$ cat src/rtl/ddc_reconfig_ctrl_pkg.sv
// Shared types and constants for the DDC reconfiguration controller:
// FSM state encoding, bypass-flag bit positions and word byte counts.
package ddc_reconfig_ctrl_pkg;

  typedef enum logic [2:0] {
    S_IDLE,
    S_WR_FREQ,
    S_GAP1,
    S_WR_RATE,
    S_GAP2,
    S_APPLY,
    S_FLUSH,
    S_DONE
  } state_e;

  localparam int FLAG_CORDIC     = 0;
  localparam int FLAG_CIC        = 1;
  localparam int FLAG_CIC_STROBE = 2;
  localparam int FLAG_HBF        = 3;

  localparam logic [2:0] FREQ_BYTES = 3'd4;
  localparam logic [2:0] RATE_BYTES = 3'd2;

endpackage

$ cat src/rtl/rbus_word_writer.sv
// Serialises an up-to-4-byte word onto the register bus, LSB first.
// Ports: start_i/nbytes_i/word_i load a word; busy_o, last_o, byte_o.
module rbus_word_writer (
  input  logic        clock,
  input  logic        reset,
  input  logic        start_i,
  input  logic [2:0]  nbytes_i,
  input  logic [31:0] word_i,
  output logic        busy_o,
  output logic        last_o,
  output logic [7:0]  byte_o
);

  logic [31:0] sh_q, sh_d;
  logic [2:0]  cnt_q, cnt_d;

  assign busy_o = (cnt_q != 3'd0);
  assign last_o = (cnt_q == 3'd1);
  assign byte_o = sh_q[7:0];

  always_comb begin
    sh_d  = sh_q;
    cnt_d = cnt_q;
    if (start_i) begin
      sh_d  = word_i;
      cnt_d = nbytes_i;
    end else if (busy_o) begin
      sh_d  = {8'h00, sh_q[31:8]};
      cnt_d = cnt_q - 3'd1;
    end
  end

  always_ff @(posedge clock) begin
    if (reset) begin
      sh_q  <= '0;
      cnt_q <= '0;
    end else begin
      sh_q  <= sh_d;
      cnt_q <= cnt_d;
    end
  end

endmodule

$ cat src/rtl/ddc_reconfig_ctrl.sv
// Sequences a DDC reconfiguration: writes phase increment and decimation
// words over the byte register bus, applies bypass flags, then masks a
// programmable number of DDC output strobes before reporting done.
// Ports: cfg_* request side, rbus_* register bus, ddc_* DDC side.
module ddc_reconfig_ctrl
  import ddc_reconfig_ctrl_pkg::*;
#(
  parameter logic [7:0] IF_FREQ_ADDR    = 8'd0,
  parameter logic [7:0] DECIM_RATE_ADDR = 8'd1
) (
  input  logic        clock,
  input  logic        reset,
  input  logic        cfg_req,
  input  logic [31:0] cfg_freq,
  input  logic [12:0] cfg_decim,
  input  logic [3:0]  cfg_flags,
  input  logic [7:0]  cfg_flush,
  output logic        cfg_busy,
  output logic        cfg_done,
  output logic        cfg_err,
  output logic [7:0]  rbus_addr,
  output logic [7:0]  rbus_data,
  output logic        rbus_we,
  output logic        rbus_strobe,
  output logic [3:0]  ddc_cfgflags,
  input  logic        ddc_strobe_in,
  output logic        out_strobe
);

  state_e      state_q, state_d;
  logic [12:0] decim_q, decim_d;
  logic [3:0]  flags_q, flags_d;
  logic [7:0]  flush_q, flush_d;
  logic [7:0]  cnt_q, cnt_d;
  logic [7:0]  addr_q, addr_d;
  logic [3:0]  cfgfl_q, cfgfl_d;
  logic        err_q, err_d;

  logic        wr_start;
  logic [2:0]  wr_n;
  logic [31:0] wr_word;
  logic        wr_busy;
  logic        wr_last;
  logic [7:0]  wr_byte;

  rbus_word_writer u_wr (
    .clock    (clock),
    .reset    (reset),
    .start_i  (wr_start),
    .nbytes_i (wr_n),
    .word_i   (wr_word),
    .busy_o   (wr_busy),
    .last_o   (wr_last),
    .byte_o   (wr_byte)
  );

  always_comb begin
    state_d  = state_q;
    decim_d  = decim_q;
    flags_d  = flags_q;
    flush_d  = flush_q;
    cnt_d    = cnt_q;
    addr_d   = addr_q;
    cfgfl_d  = cfgfl_q;
    err_d    = cfg_req && (state_q != S_IDLE);
    wr_start = 1'b0;
    wr_n     = FREQ_BYTES;
    wr_word  = cfg_freq;
    cfg_done = 1'b0;
    unique case (state_q)
      S_IDLE: begin
        if (cfg_req) begin
          decim_d  = cfg_decim;
          flags_d  = cfg_flags;
          flush_d  = cfg_flush;
          addr_d   = IF_FREQ_ADDR;
          wr_start = 1'b1;
          state_d  = S_WR_FREQ;
        end
      end
      S_WR_FREQ: if (wr_last) state_d = S_GAP1;
      S_GAP1: begin
        wr_start = 1'b1;
        wr_n     = RATE_BYTES;
        wr_word  = {19'h0, decim_q};
        addr_d   = DECIM_RATE_ADDR;
        state_d  = S_WR_RATE;
      end
      S_WR_RATE: if (wr_last) state_d = S_GAP2;
      S_GAP2: state_d = S_APPLY;
      S_APPLY: begin
        cfgfl_d[FLAG_CORDIC]     = flags_q[FLAG_CORDIC];
        cfgfl_d[FLAG_CIC]        = flags_q[FLAG_CIC];
        cfgfl_d[FLAG_CIC_STROBE] = flags_q[FLAG_CIC_STROBE];
        cfgfl_d[FLAG_HBF]        = flags_q[FLAG_HBF];
        cnt_d   = flush_q;
        state_d = (flush_q != 8'd0) ? S_FLUSH : S_DONE;
      end
      S_FLUSH: begin
        if (ddc_strobe_in) begin
          cnt_d = cnt_q - 8'd1;
          if (cnt_q == 8'd1) state_d = S_DONE;
        end
      end
      S_DONE: begin
        cfg_done = 1'b1;
        state_d  = S_IDLE;
      end
      default: state_d = S_IDLE;
    endcase
  end

  always_ff @(posedge clock) begin
    if (reset) begin
      state_q <= S_IDLE;
      decim_q <= '0;
      flags_q <= '0;
      flush_q <= '0;
      cnt_q   <= '0;
      addr_q  <= '0;
      cfgfl_q <= '0;
      err_q   <= 1'b0;
    end else begin
      state_q <= state_d;
      decim_q <= decim_d;
      flags_q <= flags_d;
      flush_q <= flush_d;
      cnt_q   <= cnt_d;
      addr_q  <= addr_d;
      cfgfl_q <= cfgfl_d;
      err_q   <= err_d;
    end
  end

  assign cfg_busy     = (state_q != S_IDLE) && (state_q != S_DONE);
  assign cfg_err      = err_q;
  assign rbus_addr    = addr_q;
  assign rbus_we      = wr_busy;
  assign rbus_strobe  = wr_busy;
  assign rbus_data    = wr_busy ? wr_byte : 8'h00;
  assign ddc_cfgflags = cfgfl_q;
  // strobes pass only while idle; everything during a reconfig is junk
  assign out_strobe   = ddc_strobe_in && (state_q == S_IDLE) && !reset;

endmodule

$ cat config.mk
export PLATFORM = sky130hd
export DESIGN_NAME = ddc_reconfig_ctrl
export DESIGN_NICKNAME = d
export VERILOG_FILES = /design/src/rtl/ddc_reconfig_ctrl_pkg.sv /design/src/rtl/rbus_word_writer.sv /design/src/rtl/ddc_reconfig_ctrl.sv
export SDC_FILE = /design/constraint.sdc
export NUM_CORES = 1
export LEC_CHECK = 0
export ABC_AREA = 1
export CORE_MARGIN = 5
export CORE_UTILIZATION = 25
export CTS_CLUSTER_DIAMETER = 80
export CTS_CLUSTER_SIZE = 20
export DETAILED_ROUTE_END_ITERATION = 16
export GPL_ROUTABILITY_DRIVEN = 1
export GPL_TIMING_DRIVEN = 0
export PLACE_DENSITY = 0.42
export SETUP_SLACK_MARGIN = 0.15
export SLEW_MARGIN = 10
export SYNTH_ARGS = -nofsm -noshare
export SYNTH_HDL_FRONTEND = slang
export SYNTH_HIERARCHICAL = 1
export SYNTH_SLANG_ARGS = --single-unit
$ cat constraint.sdc
create_clock -name clock -period 2.39 [get_ports clock]
set_input_delay 0.478 -clock clock [delete_from_list [all_inputs] [get_ports clock]]
set_output_delay 0.478 -clock clock [all_outputs]
set_load 0.01 [all_outputs]
[Word level (Yosys, flattened, before mapping)]
Index checks and enable logic that the tools add are counted.
Storage, ports and cells
  word-level logic and storage cells: 64
  output and inout port bits: 26
  register bits after elaboration: 84
  input bits: 61
Cells by class
  reduce and logical (&&, ||, !) cells: 16
  equality and inequality tests: 15
  $add $sub $neg: 2
  muxes and demuxes: 21
Operator list (count)
  $mux W32: 3
  $pmux W8 S2: 2
  $mux W3: 8
  $mux W8: 3
  $pmux W3 S8: 1
  $eq A3 B3 Y1 const B: 4
  $eq A8 B1 Y1 const B: 1
  $reduce_bool A8 Y1: 1
  $sub A8 B1 Y8 const B: 1
  $eq A3 B1 Y1 const B: 2
  $eq A3 B2 Y1 const B: 2
  $ne A2 B2 Y1 const B: 3
  $reduce_and A2 Y1: 3
  $reduce_bool A2 Y1: 3
  $reduce_bool A3 Y1: 2
  $reduce_and A5 Y1: 1
  $logic_and A1 B1 Y1: 4
  $ne A2 B1 Y1 const B: 2
  $logic_not A3 Y1: 1
  $mux W1: 3
  $ne A3 B3 Y1 const B: 1
  $sub A3 B1 Y3 const B: 1
  $pmux W1 S2: 1
  $logic_not A1 Y1: 1

[Depth between registers and ports, before layout]
Gate-level depths: netlist (run 1).
  depth in word-level cells: 4
  mapped depth: 15

[Modules after synthesis]
Netlist (run 1), hierarchy kept.
By module, submodules not included
  ddc_reconfig_ctrl: area each 2379.8 um^2, cells each 365, times used 1
  rbus_word_writer: area each 1778.0 um^2, cells each 256, times used 1

[Worst setup path after synthesis (run 1)]
No wires, ideal clock.
  path type: flip-flop to output port
  from: reg u_wr.cnt_q[0]
  to: out rbus_data[0]
  arrival: 1349 ps
  slack: 563 ps
  stages on the path, launching flop included: 8
  cell sequence: dfxtp_1 > inv_1 > ha_1 > buf_2 > nand2_1 > clkbuf_1 > nand2_1 > inv_1
On the way
  cells in the longest elaborated chain, start to end: 2
Ends and longest elaborated chain
  from (decl): RTL line rbus_word_writer.sv:15  | logic [2:0] cnt_q, cnt_d;
  from (signal assigned): RTL line rbus_word_writer.sv:39  | cnt_q <= cnt_d;
  $reduce_bool A3 Y1: RTL line rbus_word_writer.sv:17  | assign busy_o = (cnt_q != 3'd0);
  via rbus_strobe: RTL line ddc_reconfig_ctrl.sv:24  | output logic rbus_strobe,
  $mux W8: RTL line ddc_reconfig_ctrl.sv:140  | assign rbus_data = wr_busy ? wr_byte : 8'h00;
  to (decl): RTL line ddc_reconfig_ctrl.sv:22  | output logic [7:0] rbus_data,
The timed path passes the listed nets, and every way through them passes these cells.

[Worst setup path after layout (run 1)]
  from: reg u_wr.cnt_q[0]
  to: out rbus_data[1]
On the way
  cells in the longest elaborated chain, start to end: 2
Ends and longest elaborated chain (RTL line)
  $reduce_bool A3 Y1: rbus_word_writer.sv:17
  $mux W8: ddc_reconfig_ctrl.sv:140
No other way between the ends.

==> results of run 1 <==
[area by class of cell]
class	count	share of cell area [%]
multi-input cells	421	35.22
repair buffers	87	14.80
plain buffers	52	7.523
clock buffers	12	4.549
flip-flops and latches	77	27.43
clock inverters	4	0.3995
inverters	78	5.193
well taps	220	4.882
[metal layers]
metal | vias up | share of wire, % | global-route usage [%]
met5 | - | 0 | 0
met4 | 0 | 2.0 | 4.377
met3 | 18 | 4.9 | 3.828
met2 | 80 | 48 | 22.24
met1 | 1821 | 45 | 15.52
li1 | 2163 | - | -
[sequential cells by signal, indices dropped and copies added, names as in the netlist]
register,flops
cfg_err,1
cnt_q,8
ddc_cfgflags,4
decim_q,13
flags_q,4
flush_q,8
rbus_addr,1
state_q,3
u_wr/cnt_q,3
u_wr/sh_q,32
[worst paths after layout]
kind	startpoint	end	slack, ns	cells past startpoint
worst min-delay path	decim_q[10]$_SDFFE_PP0P_	decim_q[10]$_SDFFE_PP0P_	0.45	2
worst min register to register	decim_q[10]$_SDFFE_PP0P_	decim_q[10]$_SDFFE_PP0P_	0.45	2
worst max register to register	state_q[0]$_SDFFE_PP0P_	u_wr/sh_q[14]$_SDFFE_PP0P_	0.34	15
worst max-delay path	u_wr/cnt_q[0]$_SDFFE_PP0P_	rbus_data[1]	0.27	8
[timing repair]
action | CTS | global route
buffers inserted | 0 | 8
pin swaps | 0 | 2
endpoints found under the setup margin | 12 | 32
gates resized for setup | 27 | 13
[Yosys cell counts, types with 9 or more instances]
cell | number | area share, %
a21oi_1 | 60 | 7.2
o21ai_1 | 11 | 1.3
buf_6 | 13 | 3.5
ha_1 | 9 | 2.7
nor2_1 | 50 | 4.5
nand4_1 | 21 | 3.2
nand2_1 | 168 | 15
o21ai_0 | 51 | 6.1
buf_2 | 11 | 1.3
inv_1 | 73 | 6.6
buf_4 | 20 | 3.6
dfxtp_1 | 77 | 37
nand3_1 | 31 | 3.7
[worst reg2reg max path, cell delays in order (launching register included)]
cell and delay (ns):
dfxtp_1 0.33, inv_1 0.10, ha_2 0.20, inv_2 0.06, nor2_8 0.14, nand2_2 0.09
buf_6 0.16, buf_8 0.14, nand2_1 0.10, inv_2 0.07, buf_8 0.14, buf_8 0.14
nand2_1 0.05, nand2_1 0.07, nand2_1 0.07, a21oi_1 0.06
[placed cells by master, fill, tap and decap left out, types with 8 or more instances in the layout]
master and instances:
o21ai_0 51, nand4_1 21, nand3_1 31, a21oi_1 60
inv_2 8, clkdlybuf4s50_1 66, o21ai_1 11, clkbuf_16 9
nor2_1 50, dlygate4sd2_1 11, dfxtp_1 75, buf_6 10
inv_1 70, nand2_1 167, conb_1 8, buf_4 30
[logic make-up (layout without fill, tap and decap cells)]
logic type      count (synthesis)  count (layout)
simple gates                  279             279
xor+xnor                        1               1
buf+inv                       130             233
flops                          77              77
compound gates                124             124
other cells                     1               8
fa+ha+maj                       9               9
[power groups by stage]
| stage | clock [mW] | sequential (mW) | combinational, mW |
|---|---|---|---|
| floorplan | 0 | 1.84 | 2.22 |
| global placement | 0 | 1.88 | 3.14 |
| detailed placement | 0 | 1.89 | 3.16 |
| CTS | 1.34 | 1.87 | 3.20 |
| global route | 1.38 | 1.91 | 3.75 |
| finish | 1.28 | 1.86 | 3.33 |
[per-stage QoR]
stage | TNS (ns) | cell area [µm²]
finish | 0 | 5638
global route | 0 | 5638
CTS | 0 | 5554
detailed placement | -1.774 | 5250
global placement | -1.575 | 5250
floorplan | 0 | 4184
==> metrics.txt, run 1 <==
status finished clean; Crit. End Element output pin; post-synthesis compound-gate area fraction between 10% and 20%; CORE AREA 16470 µm²; HP Class register to register; Final WS setup between 0.2 and 0.3 ns; post-route ant nets 0; num rows 47; Cells after DPL between 900 and 1000; minimum clock period around 2.1 ns; final period utilization just under 90%; Worst-Skew Late Latency roughly 0.34 ns; die area ~19000 µm²; GR Overflow Total 0; simple-gate share of the synthesized area between 20 and 30%; Fmax between 400 and 500 MHz; multi-input logic area a little under 2000 µm²; Max Cap Viol 0; Post-layout nets 796; antenna cell count 0; sequential share of power between 20% and 30%; crit path max-delay cell type dfxtp_4; Mapped Area 4158 µm²; Ports 87; Final HPWL DP 9681 µm; Crit path max-delay family buffers and inverters; largest family of logic cells by synthesized area simple AND/OR/NAND/NOR gates; Int Power ~3.8 mW; Gate power share 51.4%; Layout area overhead 35.60%; via count 4082; top_reg_cell synth dfxtp_1; WP data arrival ~1.6 ns; Pwr Total 6.477 mW; pin count of the biggest net entering global routing 13; CP bufs+invs 5; H-tree levels 3; die height about 140 µm; vias per cell approximately 4.3; Sink Count 77; Final Hold Fails 0; ratio of cells with drive above 1 in the final layout between 10% and 20%; Post-synth EDFFs 0; Seq cells post-synth between 70 and 80; Worst-path clk slew approximately 0.060 ns; Synth Warn # 6; Power Dens Cells ~1100 nW/µm²; cell chain of the critical path inv_2, ha_4, buf_8, nand2_2, clkbuf_8, nand2_1, inv_1, dlygate4sd2_1; asr flop ratio synth 0%; worst slack, placed -0.4865 ns; Mapped Avg Cell Area approximately 6.7 µm²; CTS Buf Count 9; clock network power share between 15 and 20%; TritonCTS clock tree built; vias in the first global route about 4000; Hold WS roughly 0.45 ns; Seq/Total Area, Yosys between 30% and 40%; RSZ-0062 raised after global routing true; net switching power between 2 and 3 mW; peak supply drop 435.6 µV; CTS root buf clkbuf_16; Setup-failing EPs final 0; FF+latch area about 1500 µm²; CP peak stage delay about 0.36 ns; Layout Cells excl Fill 951; Setup crit start kind register; final core utilization about 34%; Crit Path Class register to output pin; CP max FO 8; Synth Instances 621; GRT Total Usage roughly an eighth; first-pass GRT wire length around 20000 µm; adder-cell share of the synthesized area 2.708%; Pre-antenna DRT Iters 5; Sw Ratio between 40% and 50%; DRC Markers 0; Worst Path Required approximately 1.9 ns; routed wire length between 10000 and 15000 µm; Max Slew Vio Count 0; drt wl/cell between 10 and 15 µm; initial antenna violation count 0; P_leak 2.605 nW; DRT iter0 DRCs between 200 and 250; Die X roughly 140 µm; cts hold-fix bufs 0; Worst Tran Pin Value 0.5140 ns; number of fill cells in the layout 1848; routability cong. about 0.86; clock buffer depth 2; Starting Density between 20% and 30%; Slew HR approximately two thirds; IO buf count between 70 and 80; mux cell area share after synthesis 0%; Worst Skew ~0.0065 ns; Synth Area in XOR/XNOR less than 1%; number of distinct library cells after synthesis 27
Note: power is estimated with default switching activity, not from simulation.
==> run 2, diff against run 1 <==
CELL_PAD_IN_SITES_DETAIL_PLACEMENT = 1   (was unset)
CELL_PAD_IN_SITES_GLOBAL_PLACEMENT = 1   (was unset)
CTS_BUF_LIST = sky130_fd_sc_hd__clkbuf_8   (was unset)
CTS_CLUSTER_SIZE = 8   (was 20)
PLACE_DENSITY = 0.56   (was 0.42)
==> metrics.txt, run 2 (synthesis gave the netlist of run 1 again) <==
Fmax 473.9 MHz (was 471.1 MHz); most frequent cells in the layout nand2_1, dfxtp_1, inv_1, clkdlybuf4s50_1, a21oi_1 (unchanged); Power Dens Cells 1124 nW/µm² (was 1149 nW/µm²); Worst Path Required 1.91 ns (about the same); final period utilization 88.29% (was 88.81%); HP Class register to register (unchanged); final instance area 5564 µm² (was 5638 µm²); CP max FO 10 (was 8); ratio of cells with drive above 1 in the final layout 12.59% (was 12.31%); worst hold path endpoint decim_q[12]$_SDFFE_PP0P_ (was decim_q[10]$_SDFFE_PP0P_); r2r endpoint u_wr/sh_q[16]$_SDFFE_PP0P_ (was u_wr/sh_q[14]$_SDFFE_PP0P_); antenna cell count 0 (unchanged); Sw Ratio 42.71% (was 40.84%); die area 19310 µm² (unchanged); vias in the first global route 4387 (was 4042); number of flip-flops in the largest register 32 (unchanged); Final HPWL DP 10590 µm (was 9681 µm); sequential share of power 29.8% (was 28.8%); Worst-path clk slew 0.07 ns (was 0.06 ns); Layout area overhead 33.82% (was 35.60%); Top cell by count, worst path buf_8; Final WS setup 0.2800 ns (was 0.2674 ns); vias per cell 4.365 (was 4.292); Hold WS 0.4530 ns (was 0.4541 ns); pin count of the biggest net entering global routing 13 (unchanged); P_leak 2.562 nW (was 2.605 nW); H-tree levels 3 (unchanged); Max Slew Vio Count 0 (unchanged); cts hold-fix bufs 0 (unchanged); CP peak stage delay 0.34 ns (was 0.36 ns); CTS Buf Count 9 (unchanged); DRT iter0 DRCs 146 (was 215); most common cell after layout, fill and taps aside nand2_1 (unchanged); worst slack, placed -0.4427 ns (was -0.4865 ns); first-pass GRT wire length 22000 µm (was 20360 µm); r2r setup slk 0.29 ns (was 0.34 ns); Min-Delay Path Depth 2 (unchanged); Final Hold Fails 0 (unchanged); num rows 47 (unchanged); routability cong. 0.7982 (was 0.8561); clock network power share 15.7% (was 19.8%); peak supply drop 354.6 µV (was 435.6 µV); WP data arrival 1.63 ns (was 1.64 ns); via count 4151 (was 4082); clock buffer depth 2 (unchanged); DRC Markers 0 (unchanged); Crit path max-delay family buffers and inverters (unchanged); Most flops, register u_wr/sh_q (unchanged); Starting Density 25.25% (unchanged); initial antenna violation count 0 (unchanged); CP bufs+invs 5 (unchanged); Setup crit start kind register (unchanged); CTS root buf clkbuf_8 (was clkbuf_16); Setup-failing EPs final 0 (unchanged); Reg2Reg Depth 16 (was 15); minimum clock period 2.110 ns (was 2.123 ns); Hold Path Origin decim_q[12]$_SDFFE_PP0P_ (was decim_q[10]$_SDFFE_PP0P_); Int Power 3.583 mW (was 3.832 mW); GR Overflow Total 0 (unchanged); status finished clean (unchanged); cell chain of the critical path inv_2, ha_4, buf_8, nand2_2, buf_8, nand2_1, inv_1, dlygate4sd2_1 (was inv_2, ha_4, buf_8, nand2_2, clkbuf_8, nand2_1, inv_1, dlygate4sd2_1); Die X 139.0 µm (unchanged); Gate power share 54.5% (was 51.4%); Crit Path Class register to output pin (unchanged); TritonCTS clock tree built (unchanged); Pre-antenna DRT Iters 4 (was 5); Pwr Total 6.254 mW (was 6.477 mW); largest registers u_wr/sh_q x32, decim_q x13 (unchanged); Ports 87 (unchanged); post-route ant nets 0 (unchanged); IO buf count 79 (unchanged); Max Cap Viol 0 (unchanged); net switching power 2.671 mW (was 2.645 mW); placed cell areas 5250 µm² (unchanged); Crit. End Element output pin (unchanged); crit path max-delay cell type dfxtp_1 (was dfxtp_4); Worst-Skew Late Latency 0.36 ns (was 0.34 ns); RSZ-0062 raised after global routing false (was true); CORE AREA 16470 µm² (unchanged); Post-layout nets 796 (unchanged); Sink Count 77 (unchanged); GRT Total Usage 13.91% (was 12.97%); drt wl/cell 14.21 µm (was 13.16 µm); Worst Skew 0.008573 ns (was 0.006474 ns); die height 139.0 µm (unchanged); routed wire length 13520 µm (was 12510 µm); RR Startpoint state_q[0]$_SDFFE_PP0P_ (unchanged)
==> run 2: per-layer routing <==
layer	GRT usage (%)	vias to the layer above	wire, µm
li1	-	2161	-
met1	16.44	1925	6112
met2	25.06	52	6789
met3	3.586	13	436
met4	3.553	0	177
met5	0	-	0
==> run 2: worst max path at each step <==
stage          slack, ns                  startpoint                    endpoint  depth (start not counted)
2_1_floorplan       0.56  u_wr/cnt_q[0]$_SDFFE_PP0P_                rbus_data[0]                          7
3_3_place_gp       -0.51                       reset                  out_strobe                          5
3_5_place_dp       -0.44                       reset                  out_strobe                          5
4_1_cts             0.09     state_q[0]$_SDFFE_PP0P_  u_wr/sh_q[14]$_SDFFE_PP0P_                         16
5_1_grt             0.15  u_wr/cnt_q[1]$_SDFFE_PP0P_                rbus_data[7]                          8
6_report            0.28  u_wr/cnt_q[1]$_SDFFE_PP0P_                rbus_data[0]                          8
==> run 2: metrics by stage <==
stage               std cells  setup TNS [ns]  util, %
floorplan                 628               0        -
global placement          927          -1.796    31.88
detailed placement        927          -2.713    31.88
CTS                       945               0    33.27
global route              951               0    33.79
finish                    951               0    33.79
==> run 2: layout make-up <==
type	instances	area [µm²]
sequential	77	1546
clock inverter	6	53.80
tap	220	275.3
fill	2093	10900
multi-input combinational	421	1988
inverter	78	292.8
buffer	52	427.9
timing repair buffer	87	842.1
clock buffer	10	137.6
==> run 2: power groups by stage <==
stage	combinational (mW)	clock, mW	sequential [mW]
6_report	3.41	0.981	1.87
5_1_grt	3.81	1.10	1.90
4_1_cts	3.30	1.03	1.86
3_5_place_dp	3.23	0	1.89
3_3_place_gp	3.17	0	1.88
2_1_floorplan	2.22	0	1.84
==> run 2: what timing repair did <==
item	4_1_cts	5_1_grt
buffers inserted	2	6
endpoints found under the hold margin	0	0
pin swaps	1	1
resized for setup	28	18
endpoints found under the setup margin	12	44
==> run 2: worst min-delay path, delay by kind of cell, from the launching register on <==
kind | cells | cell delay [ns]
compound gates | 1 | 0.05
buf+inv | 1 | 0.05
flops | 1 | 0.30
